--- src/rtl/tpulse_seq_monitor_if.sv ---
// Signal bundle between the a2_timer timepulse ring and its checker.
// Clock and reset stay as plain ports on the monitor.
interface tpulse_seq_monitor_if #(
    parameter int CNT_W = 16
);
    logic [11:0]      TP;
    logic             GOJAM;
    logic             STOP;
    logic             CLR;
    logic             SYNCED;
    logic [3:0]       CUR_T;
    logic [CNT_W-1:0] MCT_COUNT;
    logic             SEQ_ERR;
    logic             ONEHOT_ERR;
    logic             GAP_ERR;
    logic             WIDTH_ERR;
    logic [3:0]       ERR_EXP;
    logic [3:0]       ERR_GOT;
    logic             dbg_state;

    // There is no valid/ready handshake here: TP/GOJAM/STOP/CLR are levels
    // sampled on every SIM_CLK rising edge, and every status output is a
    // registered level that is meaningful on every cycle.
    modport master (
        output TP, GOJAM, STOP, CLR,
        input  SYNCED, CUR_T, MCT_COUNT, SEQ_ERR, ONEHOT_ERR, GAP_ERR,
        input  WIDTH_ERR, ERR_EXP, ERR_GOT, dbg_state
    );

    modport slave (
        input  TP, GOJAM, STOP, CLR,
        output SYNCED, CUR_T, MCT_COUNT, SEQ_ERR, ONEHOT_ERR, GAP_ERR,
        output WIDTH_ERR, ERR_EXP, ERR_GOT, dbg_state
    );
endinterface

--- src/rtl/tpulse_seq_monitor.sv ---
// Receiver-side checker for the T01..T12 timepulse ring.
// Registers TP once, follows the expected T01..T12 order, counts completed
// MCTs (T12 -> T01) and raises sticky flags on skip, overlap and stall.
// Optional pulse-width checking is compiled in with TPULSE_WIDTH_CHK_EN.
module tpulse_seq_monitor #(
    parameter int CNT_W   = 16,
    parameter int GAP_MAX = 64
`ifdef TPULSE_WIDTH_CHK_EN
    ,
    parameter int WMIN    = 8,
    parameter int WMAX    = 40
`endif
) (
    input  logic                 SIM_CLK,
    input  logic                 SIM_RST,
    tpulse_seq_monitor_if.slave  mon
);
    typedef enum logic {
        IDLE  = 1'b0,
        TRACK = 1'b1
    } state_t;

    localparam int GAP_W = $clog2(GAP_MAX + 2);

    state_t           state;
    state_t           state_nxt;
    logic [11:0]      tp_q;
    logic [11:0]      tp_prev;
    logic             tp_zero;
    logic             one_hot;
    logic             multi_hot;
    logic             new_pulse;
    logic [3:0]       tp_idx;
    logic [3:0]       exp_idx;
    logic             sync_gain;
    logic             seq_ok;
    logic             seq_bad;
    logic             gap_hit;
    logic [3:0]       cur_t;
    logic [3:0]       cur_t_nxt;
    logic             mct_inc;
    logic [CNT_W-1:0] mct;
    logic [GAP_W-1:0] gap_cnt;
    logic [GAP_W-1:0] gap_cnt_nxt;
    logic             seq_err;
    logic             onehot_err;
    logic             gap_err;
    logic             width_err;
    logic [3:0]       err_exp;
    logic [3:0]       err_got;

    // Single input register plus one cycle of history for edge detection.
    always_ff @(posedge SIM_CLK or posedge SIM_RST) begin
        if (SIM_RST) begin
            tp_q    <= '0;
            tp_prev <= '0;
        end else begin
            tp_q    <= mon.TP;
            tp_prev <= tp_q;
        end
    end

    // Decode the sampled ring: one-hot test, pulse index, expected successor.
    always_comb begin
        tp_zero   = (tp_q == 12'd0);
        multi_hot = ((tp_q & (tp_q - 12'd1)) != 12'd0);
        one_hot   = !tp_zero && !multi_hot;
        new_pulse = one_hot && (tp_q != tp_prev);
        tp_idx    = 4'd0;
        for (int i = 0; i < 12; i++) begin
            if (tp_q[i]) tp_idx = 4'(i + 1);
        end
        exp_idx = (cur_t == 4'd12) ? 4'd1 : cur_t + 4'd1;
    end

    // FSM state register.
    always_ff @(posedge SIM_CLK or posedge SIM_RST) begin
        if (SIM_RST) state <= IDLE;
        else         state <= state_nxt;
    end

    // FSM next state: GOJAM beats the sequence check, which beats the gap timeout.
    always_comb begin
        state_nxt = state;
        sync_gain = 1'b0;
        seq_ok    = 1'b0;
        seq_bad   = 1'b0;
        gap_hit   = 1'b0;
        case (state)
            IDLE: begin
                if (new_pulse && (tp_idx == 4'd1) && !mon.GOJAM) begin
                    state_nxt = TRACK;
                    sync_gain = 1'b1;
                end
            end
            TRACK: begin
                if (mon.GOJAM) begin
                    state_nxt = IDLE;
                end else if (new_pulse) begin
                    if (tp_idx == exp_idx) begin
                        seq_ok = 1'b1;
                    end else begin
                        seq_bad   = 1'b1;
                        state_nxt = IDLE;
                    end
                end else if (tp_zero && !mon.STOP && (gap_cnt == GAP_W'(GAP_MAX))) begin
                    gap_hit   = 1'b1;
                    state_nxt = IDLE;
                end
            end
            default: state_nxt = IDLE;
        endcase
    end

    // FSM outputs: next CUR_T, MCT increment and next gap count.
    always_comb begin
        cur_t_nxt = cur_t;
        mct_inc   = 1'b0;
        if (state_nxt == IDLE) begin
            cur_t_nxt = 4'd0;
        end else if (sync_gain) begin
            cur_t_nxt = 4'd1;
        end else if (seq_ok) begin
            cur_t_nxt = tp_idx;
            mct_inc   = (cur_t == 4'd12);
        end

        // Stall timer only runs while tracking; STOP freezes it in place.
        if (!tp_zero || (state != TRACK) || mon.GOJAM) begin
            gap_cnt_nxt = '0;
        end else if (!mon.STOP) begin
            gap_cnt_nxt = gap_cnt + GAP_W'(1);
        end else begin
            gap_cnt_nxt = gap_cnt;
        end
    end

    // Status registers; an error event in the same cycle as CLR still sets its flag.
    always_ff @(posedge SIM_CLK or posedge SIM_RST) begin
        if (SIM_RST) begin
            cur_t      <= 4'd0;
            gap_cnt    <= '0;
            mct        <= '0;
            seq_err    <= 1'b0;
            onehot_err <= 1'b0;
            gap_err    <= 1'b0;
            err_exp    <= 4'd0;
            err_got    <= 4'd0;
        end else begin
            cur_t   <= cur_t_nxt;
            gap_cnt <= gap_cnt_nxt;
            if (mon.CLR)      mct <= '0;
            else if (mct_inc) mct <= mct + CNT_W'(1);
            if (mon.CLR) begin
                seq_err    <= 1'b0;
                onehot_err <= 1'b0;
                gap_err    <= 1'b0;
                err_exp    <= 4'd0;
                err_got    <= 4'd0;
            end
            if (multi_hot) onehot_err <= 1'b1;
            if (seq_bad) begin
                seq_err <= 1'b1;
                // Only the first skip since the last clear is recorded.
                if (!seq_err || mon.CLR) begin
                    err_exp <= exp_idx;
                    err_got <= tp_idx;
                end
            end
            if (gap_hit) gap_err <= 1'b1;
        end
    end

`ifdef TPULSE_WIDTH_CHK_EN
    localparam int WID_W = $clog2(WMAX + 2);

    logic [WID_W-1:0] wid_cnt;
    logic             wid_hit;

    // A pulse ends when tp_q changes; wid_cnt then holds the ended pulse's width.
    always_comb begin
        wid_hit = (state == TRACK) && !mon.STOP && !mon.GOJAM &&
                  (tp_q != tp_prev) && (wid_cnt != '0) &&
                  ((wid_cnt < WID_W'(WMIN)) || (wid_cnt > WID_W'(WMAX)));
    end

    // Width counter saturates just above WMAX, which is enough to flag "too long".
    always_ff @(posedge SIM_CLK or posedge SIM_RST) begin
        if (SIM_RST) begin
            wid_cnt   <= '0;
            width_err <= 1'b0;
        end else begin
            if (!one_hot)                        wid_cnt <= '0;
            else if (tp_q != tp_prev)            wid_cnt <= WID_W'(1);
            else if (wid_cnt != WID_W'(WMAX + 1)) wid_cnt <= wid_cnt + WID_W'(1);
            if (mon.CLR) width_err <= 1'b0;
            if (wid_hit) width_err <= 1'b1;
        end
    end
`else
    assign width_err = 1'b0;
`endif

    assign mon.SYNCED     = (state == TRACK);
    assign mon.dbg_state  = (state == TRACK);
    assign mon.CUR_T      = cur_t;
    assign mon.MCT_COUNT  = mct;
    assign mon.SEQ_ERR    = seq_err;
    assign mon.ONEHOT_ERR = onehot_err;
    assign mon.GAP_ERR    = gap_err;
    assign mon.WIDTH_ERR  = width_err;
    assign mon.ERR_EXP    = err_exp;
    assign mon.ERR_GOT    = err_got;
endmodule

--- src/flat_wrapper.sv ---
// flat-port wrapper written by rule: the top's interface ports become plain ports
module tpulse_seq_monitor_flat 
#(
    parameter int CNT_W   = 16,
    parameter int GAP_MAX = 64

)
  (SIM_CLK, SIM_RST, mon_TP, mon_GOJAM, mon_STOP, mon_CLR, mon_SYNCED, mon_CUR_T, mon_MCT_COUNT, mon_SEQ_ERR, mon_ONEHOT_ERR, mon_GAP_ERR, mon_WIDTH_ERR, mon_ERR_EXP, mon_ERR_GOT, mon_dbg_state);
  tpulse_seq_monitor_if #(.CNT_W(CNT_W)) mon_i ();
  input  logic SIM_CLK;
  input  logic SIM_RST;
  input wire logic [$bits(mon_i.TP)-1:0] mon_TP;
  input wire logic [$bits(mon_i.GOJAM)-1:0] mon_GOJAM;
  input wire logic [$bits(mon_i.STOP)-1:0] mon_STOP;
  input wire logic [$bits(mon_i.CLR)-1:0] mon_CLR;
  output wire logic [$bits(mon_i.SYNCED)-1:0] mon_SYNCED;
  output wire logic [$bits(mon_i.CUR_T)-1:0] mon_CUR_T;
  output wire logic [$bits(mon_i.MCT_COUNT)-1:0] mon_MCT_COUNT;
  output wire logic [$bits(mon_i.SEQ_ERR)-1:0] mon_SEQ_ERR;
  output wire logic [$bits(mon_i.ONEHOT_ERR)-1:0] mon_ONEHOT_ERR;
  output wire logic [$bits(mon_i.GAP_ERR)-1:0] mon_GAP_ERR;
  output wire logic [$bits(mon_i.WIDTH_ERR)-1:0] mon_WIDTH_ERR;
  output wire logic [$bits(mon_i.ERR_EXP)-1:0] mon_ERR_EXP;
  output wire logic [$bits(mon_i.ERR_GOT)-1:0] mon_ERR_GOT;
  output wire logic [$bits(mon_i.dbg_state)-1:0] mon_dbg_state;
  assign mon_i.TP = mon_TP;
  assign mon_i.GOJAM = mon_GOJAM;
  assign mon_i.STOP = mon_STOP;
  assign mon_i.CLR = mon_CLR;
  assign mon_SYNCED = mon_i.SYNCED;
  assign mon_CUR_T = mon_i.CUR_T;
  assign mon_MCT_COUNT = mon_i.MCT_COUNT;
  assign mon_SEQ_ERR = mon_i.SEQ_ERR;
  assign mon_ONEHOT_ERR = mon_i.ONEHOT_ERR;
  assign mon_GAP_ERR = mon_i.GAP_ERR;
  assign mon_WIDTH_ERR = mon_i.WIDTH_ERR;
  assign mon_ERR_EXP = mon_i.ERR_EXP;
  assign mon_ERR_GOT = mon_i.ERR_GOT;
  assign mon_dbg_state = mon_i.dbg_state;
  tpulse_seq_monitor #(.CNT_W(CNT_W), .GAP_MAX(GAP_MAX)) u_core (.SIM_CLK(SIM_CLK), .SIM_RST(SIM_RST), .mon(mon_i));
endmodule
--- config.mk ---
export PLATFORM = sky130hd
export DESIGN_NAME = tpulse_seq_monitor_flat
export DESIGN_NICKNAME = d
export VERILOG_FILES = /design/src/rtl/tpulse_seq_monitor_if.sv /design/src/rtl/tpulse_seq_monitor.sv /design/src/flat_wrapper.sv
export SDC_FILE = /design/constraint.sdc
export NUM_CORES = 1
export LEC_CHECK = 0
export BUFFER_PORTS_ARGS = -buffer_cell sky130_fd_sc_hd__buf_4
export CELL_PAD_IN_SITES_DETAIL_PLACEMENT = 1
export CELL_PAD_IN_SITES_GLOBAL_PLACEMENT = 2
export CORE_MARGIN = 10
export CORE_UTILIZATION = 32
export CTS_BUF_LIST = sky130_fd_sc_hd__clkbuf_16
export DETAILED_ROUTE_END_ITERATION = 10
export PLACE_DENSITY = 0.83
export SKIP_CTS_REPAIR_TIMING = 1
export SLEW_MARGIN = 20
export SYNTH_ARGS = -nofsm -noshare
export SYNTH_HDL_FRONTEND = slang
export SYNTH_SLANG_ARGS = --single-unit
--- constraint.sdc ---
create_clock -name SIM_CLK -period 3.1 [get_ports SIM_CLK]
set_input_delay 0.155 -clock SIM_CLK [delete_from_list [all_inputs] [get_ports SIM_CLK]]
set_output_delay 0.155 -clock SIM_CLK [all_outputs]
set_load 0.02 [all_outputs]
==> results by group, run 1 <==
Yosys
  – Top_reg_cell synth: dfrtp_1
  – Syn. warnings: 0
  – EDFF count, synth: 0
  – Sequential-to-total area share from yosys stat: 0.5145
  – Post-synth top area cell: dfrtp_1
  – Mapped Avg Cell Area: 10.08 sq um
  – Mapped Cells: 304
  – FF+latch count, synth: 63
  – Ranking of synthesized cells by area: dfrtp_1, xnor2_1, o21ai_0
  – Most common library cells after synthesis: dfrtp_1, o21ai_0, nor2_1
  – Unique masters post-synth: approximately 50
  – Count leader, synth: dfrtp_1
  – Async SR Flop Fraction: 1.000
  – Post-synth design cell area: 3064 sq um
  – Post-synth top area share: 0.5145
  – Syn_nets: ~330

Global routing
  – Largest net degree at the start of global routing: 64
  – Vias in the first global route: approximately 2.7k
  – Initial antenna violation count: 0
  – First-pass GRT wire length: 14.25 mm
  – Grt total ovfl: 0
  – Total GRT Usage: 0.1248

Routing
  – Vias per cell: 5.006
  – DR WL/cell: roughly 17 um
  – Final wirelength: between 8 and 9 mm
  – Number of DRC markers in iteration 0: 86
  – Antenna-violating nets left: 0
  – DR DRC count: 0
  – First-pass iteration count of the detailed router: 4
  – Vias: approximately 2.6k

Finish
  – Layout cell share with drive strength beyond 1: 0.2461
  – ANT cells: 0
  – Fillers: roughly 1.1k
  – Storage cell area: around 1600 sq um
  – Layout Nets: 400
  – Area Growth Syn to Fin: 34.42%
  – Area of the multi-input gates: about 1400 sq um

Timing
  – Crit share post-route: 0.9646
  – Final Worst Setup Slack: roughly 110 ps
  – Worst-Margin Slew: ~800 ps
  – Endpoints failing hold: 0
  – Max Clock Skew: approximately 9.3 ps
  – Minimum clock period: between 2000 and 3000 ps
  – Max-slew violations: 0
  – Fmax: about 330 MHz
  – Setup violators final: 0
  – Slew headroom: 0.4612

Setup path
  – Crit end category: register
  – CP startpoint kind: register
  – CP arrival: 3240 ps
  – Crit Path Category: register to register
  – Worst Setup SP: u_core.tp_q[1]
  – Max FO, Critical Path: 28
  – Required time at the worst-slack endpoint: roughly 3400 ps
  – RR Startpoint: u_core.tp_q[1]

Place
  – Port Buffers: just under 50
  – Dpl ws: roughly 18 ps
  – Routability cong.: approximately 0.78
  – DP Wirelength: between 6 and 7 mm

Pwr
  – Static leakage: between 1.5 and 2 nW
  – Maximum VDD drop: 0.0002896 V
  – P per Cell Area: a little over 500 nW/um^2
  – Total Power Consumption: around 2.1 mW

Die
  – Die area: around 14000 sq um
  – Initial core utilization: 0.3301
  – FP Rows: 35
  – Die width: around 120 um
  – Core area: 9284 sq um
  – Die height: around 120 um
  – # IOs: 51

Clocking
  – Clock sinks: 63
  – Htree depth: 3
  – Root Driver: clkbuf_16
  – Insertion delay of the later-clocked pin in the worst-skew pair: ~330 ps
  – Clock slew seen by the registers of the worst setup and hold paths: 60 ps
  – CTS tree: yes
  – CTS Buf Count: 9
  – CTS Buffer Depth: 2

Job
  – Max-cap violations: 0

Min path
  – Tightest Hold Check Type: input port to asynchronous set/reset pin

Run status
  – Status: completed
## through the flow
step	hold WS, ps	instances	cell area, sq um	setup TNS (ps)	utilization
final	65.75	511	4119	0	0.4437
after global routing	141.8	511	4119	-20.97	0.4437
after CTS	-84.38	497	3959	-0.4947	0.4264
after detailed placement	265.9	482	3632	0	0.3912
after global placement	264.7	482	3632	0	0.3912
after floorplan	186.4	304	3068	0	-
## report_power, final
group	internal (mW)	total, mW	leakage (nW)	switching [mW]
clock	0.771	1.12	0.162	0.346
sequential	0.840	0.853	0.818	0.0138
combinational	0.0593	0.126	0.799	0.0667
## layout make-up
cell class / instances / area share
inverter: 15 / 0.01367
tap: 129 / 0.03919
timing repair buffer: 77 / 0.1507
sequential: 63 / 0.3834
clock inverter: 6 / 0.02461
clock buffer: 9 / 0.05468
multi-input combinational: 212 / 0.3338
## layout by cell type (no fill, tap or decap), types with 2 or more instances in the layout
master / Yosys / final
a21oi_1: 21 / 18
a21oi_2: 1 / 4
a31oi_1: 2 / 2
and2_1: 2 / 2
and3_1: 7 / 7
buf_4: 2 / 64
bufinv_16: 0 / 3
clkbuf_16: 0 / 9
clkinv_1: 0 / 2
dfrtp_1: 63 / 61
dfrtp_2: 0 / 2
dlygate4sd3_1: 0 / 12
ha_1: 5 / 5
inv_1: 15 / 15
mux2i_1: 3 / 2
nand2_1: 15 / 15
nand2b_1: 4 / 4
nand3_1: 9 / 9
nand3b_1: 8 / 8
nand4_1: 6 / 6
nor2_1: 24 / 24
nor2b_1: 5 / 5
nor3_1: 5 / 5
nor4_1: 3 / 3
o211ai_1: 2 / 2
o21ai_0: 27 / 25
o21ai_1: 0 / 2
o21bai_1: 2 / 2
o31ai_1: 5 / 5
or3_1: 13 / 12
or4_1: 3 / 2
or4_4: 1 / 2
xnor2_1: 16 / 16
xor2_1: 5 / 5
## layer usage
metal	global-route usage	wire (um)	up-vias
met5	0	0	-
met4	0.05100	98	0
met3	0.03213	412	9
met2	0.2014	4102	54
met1	0.1545	3889	1279
li1	-	-	1216
## kinds of logic after synthesis
| logic type | count (synthesis) | synth area share |
|---|---|---|
| compound gates | 70 | 0.1417 |
| buf+inv | 29 | 0.04532 |
| other cells | 1 | 0.001224 |
| fa+ha+maj | 6 | 0.02368 |
| mux | 4 | 0.01348 |
| flops | 63 | 0.5145 |
| simple gates | 110 | 0.2001 |
| xor+xnor | 21 | 0.06002 |
## worst max-delay path, cell delays in order (launching register included)
cell and delay, ps:
dfrtp_2 460, or3_4 440, a2111oi_4 340, a21oi_2 80, nor3_4 230, nand2_2 90, or4b_4 560, buf_12 180
or3_1 360, a21oi_2 160
## state kept, by name, summed over array words and instances, names as in the netlist
name	cells
u_core.tp_q	12
u_core.mon.ERR_EXP	4
u_core.mon.CUR_T	4
u_core.mon.SEQ_ERR	1
u_core.tp_prev	12
u_core.mon.MCT_COUNT	16
u_core.mon.GAP_ERR	1
u_core.gap_cnt	7
u_core.mon.ONEHOT_ERR	1
u_core.mon.SYNCED	1
u_core.mon.ERR_GOT	4
## worst paths after layout
| check | end | slack (ps) | depth (start not counted) |
|---|---|---|---|
| min reg2reg | u_core.tp_prev[5] | 400 | 0 |
| max in group asynchronous | u_core.tp_q[1] | 2460 | 3 |
| max reg2reg | u_core.mon.MCT_COUNT[11] | 110 | 9 |
| min in group SIM_CLK | u_core.gap_cnt[0] | 130 | 3 |
| min | u_core.mon.MCT_COUNT[7] | 70 | 3 |
| max | u_core.mon.MCT_COUNT[11] | 110 | 9 |
Note: power is estimated with default switching activity, not from simulation.
==> run 2, diff against run 1 <==
Settings changed: CORE_ASPECT_RATIO set to 0.75.
==> results by group, run 2 (synthesis gave the netlist of run 1 again) <==
Die
  – FP Rows: 30
  – Die width: roughly 130 um
  – # IOs: between 50 and 60
  – Die height: 104.7 um
  – Die area: ~14000 sq um
  – Initial core utilization: 0.3332
  – Core area: slightly above 9000 sq um

Global routing
  – Initial antenna violation count: 0
  – Total GRT Usage: 0.1215
  – First-pass GRT wire length: 13.94 mm
  – Largest net degree at the start of global routing: 50
  – Grt total ovfl: 0
  – Vias in the first global route: approximately 2.7k

Timing
  – Setup violators final: 0
  – Endpoints failing hold: 47
  – Max-slew violations: 0
  – Hold WS: -13.86 ps
  – Worst-Margin Slew: between 800 and 900 ps
  – Crit share post-route: 0.9559
  – Fmax: between 300 and 400 MHz
  – Slew headroom: 0.4353
  – Minimum clock period: between 2000 and 3000 ps
  – Final Worst Setup Slack: around 140 ps
  – Max Clock Skew: 6.414 ps

Place
  – Port Buffers: 49
  – DP Wirelength: a little over 6 mm
  – Dpl ws: ~12 ps
  – Routability cong.: between 0.8 and 0.9
  – Dpl cells: between 400 and 500

Clocking
  – CTS tree: yes
  – Clock slew seen by the registers of the worst setup and hold paths: roughly 50 ps
  – CTS Buffer Depth: 2
  – CTS Buf Count: 9
  – Clock sinks: between 60 and 70
  – Root Driver: clkbuf_16
  – Htree depth: 3
  – Insertion delay of the later-clocked pin in the worst-skew pair: around 330 ps

Pwr
  – Static leakage: roughly 1.8 nW
  – P per Cell Area: around 490 nW/um^2
  – Maximum VDD drop: 0.0002727 V

Run status
  – Status: complete, but fails checks
  – Violated checks: negative hold slack

Finish
  – Fillers: approximately 1.0k
  – Max reg flops: 16
  – Layout cell share with drive strength beyond 1: 0.2577
  – Finished Layout Cells: about 520
  – ANT cells: 0
  – Most frequent cells in the layout: buf_4, dfrtp_1, o21ai_0
  – Area Growth Syn to Fin: 34.67%
  – Layout Nets: roughly 410
  – Most common cell after layout, fill and taps aside: buf_4

Setup path
  – Required time at the worst-slack endpoint: about 3300 ps
  – Crit Path Category: register to register
  – Worst Setup SP: u_core.tp_q[1]
  – Crit end category: register
  – Max FO, Critical Path: 17
  – CP startpoint kind: register
  – CP arrival: 3210 ps
  – RR Startpoint: u_core.tp_q[1]

Routing
  – Final wirelength: ~8.6 mm
  – Vias per cell: approximately 5.0
  – Number of DRC markers in iteration 0: 142
  – Vias: between 2k and 3k
  – DR WL/cell: between 15 and 20 um
  – DR DRC count: 0
  – First-pass iteration count of the detailed router: 4
  – Antenna-violating nets left: 0

Job
  – Max-cap violations: 0

Min path
  – Tightest Hold Check Type: input port to asynchronous set/reset pin
-- run 2: routing by layer --
metal / vias up / share of wire / wire length [um] / track usage
met5: - / 0 / 0 / 0
met4: 0 / 0.015 / 129 / 0.04232
met3: 12 / 0.046 / 392 / 0.03780
met2: 53 / 0.45 / 3854 / 0.1821
met1: 1286 / 0.49 / 4188 / 0.1614
li1: 1233 / - / - / -
-- run 2: cell type report --
cell class | instances | area [sq um] | area share
Sequential cell | 63 | 1580 | 0.3830
Multi-Input combinational cell | 212 | 1374 | 0.3329
Timing Repair Buffer | 82 | 649.4 | 0.1574
Clock buffer | 9 | 225.2 | 0.05458
Tap cell | 128 | 160.2 | 0.03881
Clock inverter | 7 | 80.08 | 0.01941
Inverter | 15 | 57.56 | 0.01395
-- run 2: final timing paths --
kind                                            to  slack [ps]  cells past startpoint
hold reg to reg                  u_core.tp_prev[0]         470                      0
setup / recovery           u_core.mon.MCT_COUNT[3]         140                     11
max in group asynchronous        u_core.gap_cnt[4]        2490                      3
hold / removal                      u_core.tp_q[0]         -10                      2
setup reg to reg           u_core.mon.MCT_COUNT[3]         140                     11
min in group SIM_CLK             u_core.gap_cnt[0]         140                      3
-- run 2: worst max-delay path, cell delays in order (launching register included) --
cell      delay [ps]
dfrtp_1          420
buf_4            170
nor2b_1          100
o21bai_1          90
a21oi_1          170
o41ai_1          110
buf_4            170
a221o_1          360
or4b_4           600
buf_6            180
or3_1            350
a21oi_1          160
-- run 2: power by group --
group	total, mW	switching, mW	internal [mW]	leakage, nW
Combinational	0.126	0.0654	0.0610	0.816
Sequential	0.855	0.0152	0.840	0.817
Clock	1.04	0.347	0.690	0.157
-- run 2: per-stage QoR --
step | power (mW) | util | TNS [ps] | instance area, sq um
floorplan | 0.9321 | - | 0 | 3068
global placement | 0.9782 | 0.3959 | 0 | 3641
detailed placement | 0.9813 | 0.3959 | 0 | 3641
CTS | 2.026 | 0.4291 | -12.72 | 3946
global route | 2.097 | 0.4487 | -56.01 | 4126
finish | 2.019 | 0.4487 | 0 | 4126
==> run 3, diff against run 2 <==
Settings changed: MAX_ROUTING_LAYER set to met4.
==> results by group, run 3 (synthesis gave the netlist of run 1 again) <==
Run status
  – Status: complete, but fails checks
  – Violated checks: negative hold slack

Routing
  – Final wirelength: around 8.6 mm
  – First-pass iteration count of the detailed router: 4
  – Number of DRC markers in iteration 0: between 150 and 200
  – DR DRC count: 0
  – DR WL/cell: roughly 17 um
  – Antenna-violating nets left: 0
  – Vias: 2566
  – Vias per cell: about 5

Finish
  – Layout cell share with drive strength beyond 1: 0.2532
  – Fillers: between 1k and 1.5k
  – Util after Layout: 0.4480
  – Finished Cell Area: between 4000 and 5000 sq um
  – Layout Nets: roughly 400
  – Most common cell after layout, fill and taps aside: buf_4
  – Most frequent cells in the layout: buf_4, dfrtp_1, o21ai_0
  – Area Growth Syn to Fin: 34.46%
  – ANT cells: 0
  – Max reg flops: 16

Timing
  – Max-slew violations: 0
  – Endpoints failing hold: 47
  – Worst-Margin Slew: around 840 ps
  – Crit share post-route: 0.9589
  – Hold WS: -16.14 ps
  – Setup violators final: 0
  – Slew headroom: 0.4361
  – Fmax: roughly 340 MHz
  – Max Clock Skew: around 6.7 ps
  – Final Worst Setup Slack: roughly 130 ps
  – Minimum clock period: roughly 3000 ps

Global routing
  – Largest net degree at the start of global routing: 50
  – First-pass GRT wire length: 13.93 mm
  – GR Util met1: 0.1626
  – Grt peak-use layer: met2
  – Routing usage on met2: 0.1817
  – Grt total ovfl: 0
  – Initial antenna violation count: 0
  – Vias in the first global route: 2681
  – Met3 GRT Util: 0.03732
  – Total GRT Usage: 0.1253

Place
  – Post-DP Area: between 3000 and 4000 sq um
  – Port Buffers: 49
  – DP Wirelength: 6.240 mm
  – Dpl ws: about 12 ps
  – Routability cong.: slightly above 0.8

Job
  – Max-cap violations: 0

Die
  – Initial core utilization: 0.3332
  – Die area: between 10000 and 15000 sq um
  – FP Rows: 30
  – Core area: between 9000 and 10000 sq um
  – # IOs: 51
  – Die height: ~100 um
  – Die width: ~130 um

Setup path
  – Max FO, Critical Path: 17
  – CP arrival: 3210 ps
  – Required time at the worst-slack endpoint: 3340 ps
  – R2R Path End: u_core.mon.MCT_COUNT[3]
  – Crit end category: register
  – Reg2Reg Depth: 9
  – CP startpoint kind: register
  – RR Startpoint: u_core.tp_q[0]
  – R2r setup slk: ~130 ps
  – Crit Path Category: register to register

Pwr
  – Total Power Consumption: around 2.0 mW
  – Maximum VDD drop: between 0.0002 and 0.0003 V
  – Static leakage: ~1.8 nW
  – P per Cell Area: 489.9 nW/um^2

Clocking
  – Root Driver: clkbuf_16
  – Clock slew seen by the registers of the worst setup and hold paths: approximately 50 ps
  – Insertion delay of the later-clocked pin in the worst-skew pair: 330 ps
  – Clock sinks: between 60 and 70
  – Htree depth: 3
  – CTS Buffer Depth: 2
  – CTS tree: yes
  – CTS Buf Count: 9

Min path
  – Tightest Hold Check Type: input port to asynchronous set/reset pin
run 3: cell count changes in the layout (fill, tap and decap cells not counted):
cell	change
dfrtp_1	+2
dfrtp_2	-2
buf_4	-1
a21oi_2	+1
a21oi_1	-1
run 3: layout make-up:
cell class	count	area [sq um]	share of cell area
sequential	63	1578	0.3829
multi-input combinational	212	1378	0.3343
timing repair buffer	81	641.9	0.1558
clock buffer	9	225.2	0.05466
tap	128	160.2	0.03887
clock inverter	7	80.08	0.01944
inverter	15	57.56	0.01397
run 3: how the worst max path moves through the flow:
stage                        startpoint                       end  slack [ps]  cells after the start
floorplan                u_core.tp_q[5]  u_core.mon.MCT_COUNT[15]          20                     11
global placement         u_core.tp_q[9]   u_core.mon.MCT_COUNT[5]         140                      9
detailed placement  u_core.mon.CUR_T[0]   u_core.mon.MCT_COUNT[4]          10                     11
CTS                      u_core.tp_q[3]   u_core.mon.MCT_COUNT[3]          -6                      9
global route             u_core.tp_q[1]   u_core.mon.MCT_COUNT[3]         -20                     11
finish                   u_core.tp_q[0]   u_core.mon.MCT_COUNT[3]         130                      9
run 3: layer usage:
metal | part of all wire | wire [um] | vias up
li1 | - | - | 1227
met1 | 0.49 | 4191 | 1273
met2 | 0.45 | 3809 | 54
met3 | 0.050 | 424 | 12
met4 | 0.015 | 129 | 0
met5 | 0 | 0 | -
run 3: worst max-delay path, cell delays in order (launching register included):
cell and delay, ps:
dfrtp_1 450, or3_4 440, a2111oi_4 360, a21oi_2 80, nor3_4 220, nand2_2 100, or4b_4 540, buf_6 180
or3_1 350, a21oi_1 160
run 3: power breakdown:
part,internal (mW),total [mW],switching (mW),leakage [nW]
sequential,0.840,0.855,0.0151,0.819
clock,0.690,1.04,0.348,0.157
combinational,0.0606,0.126,0.0651,0.811
run 3: through the flow:
step	hold slack [ps]	std cells	setup TNS, ps
5_1_grt	49.30	515	-44.10
3_3_place_gp	264.2	484	0
2_1_floorplan	186.4	304	0
6_report	-16.14	515	0
4_1_cts	-77.53	500	-12.72
3_5_place_dp	265.7	484	0
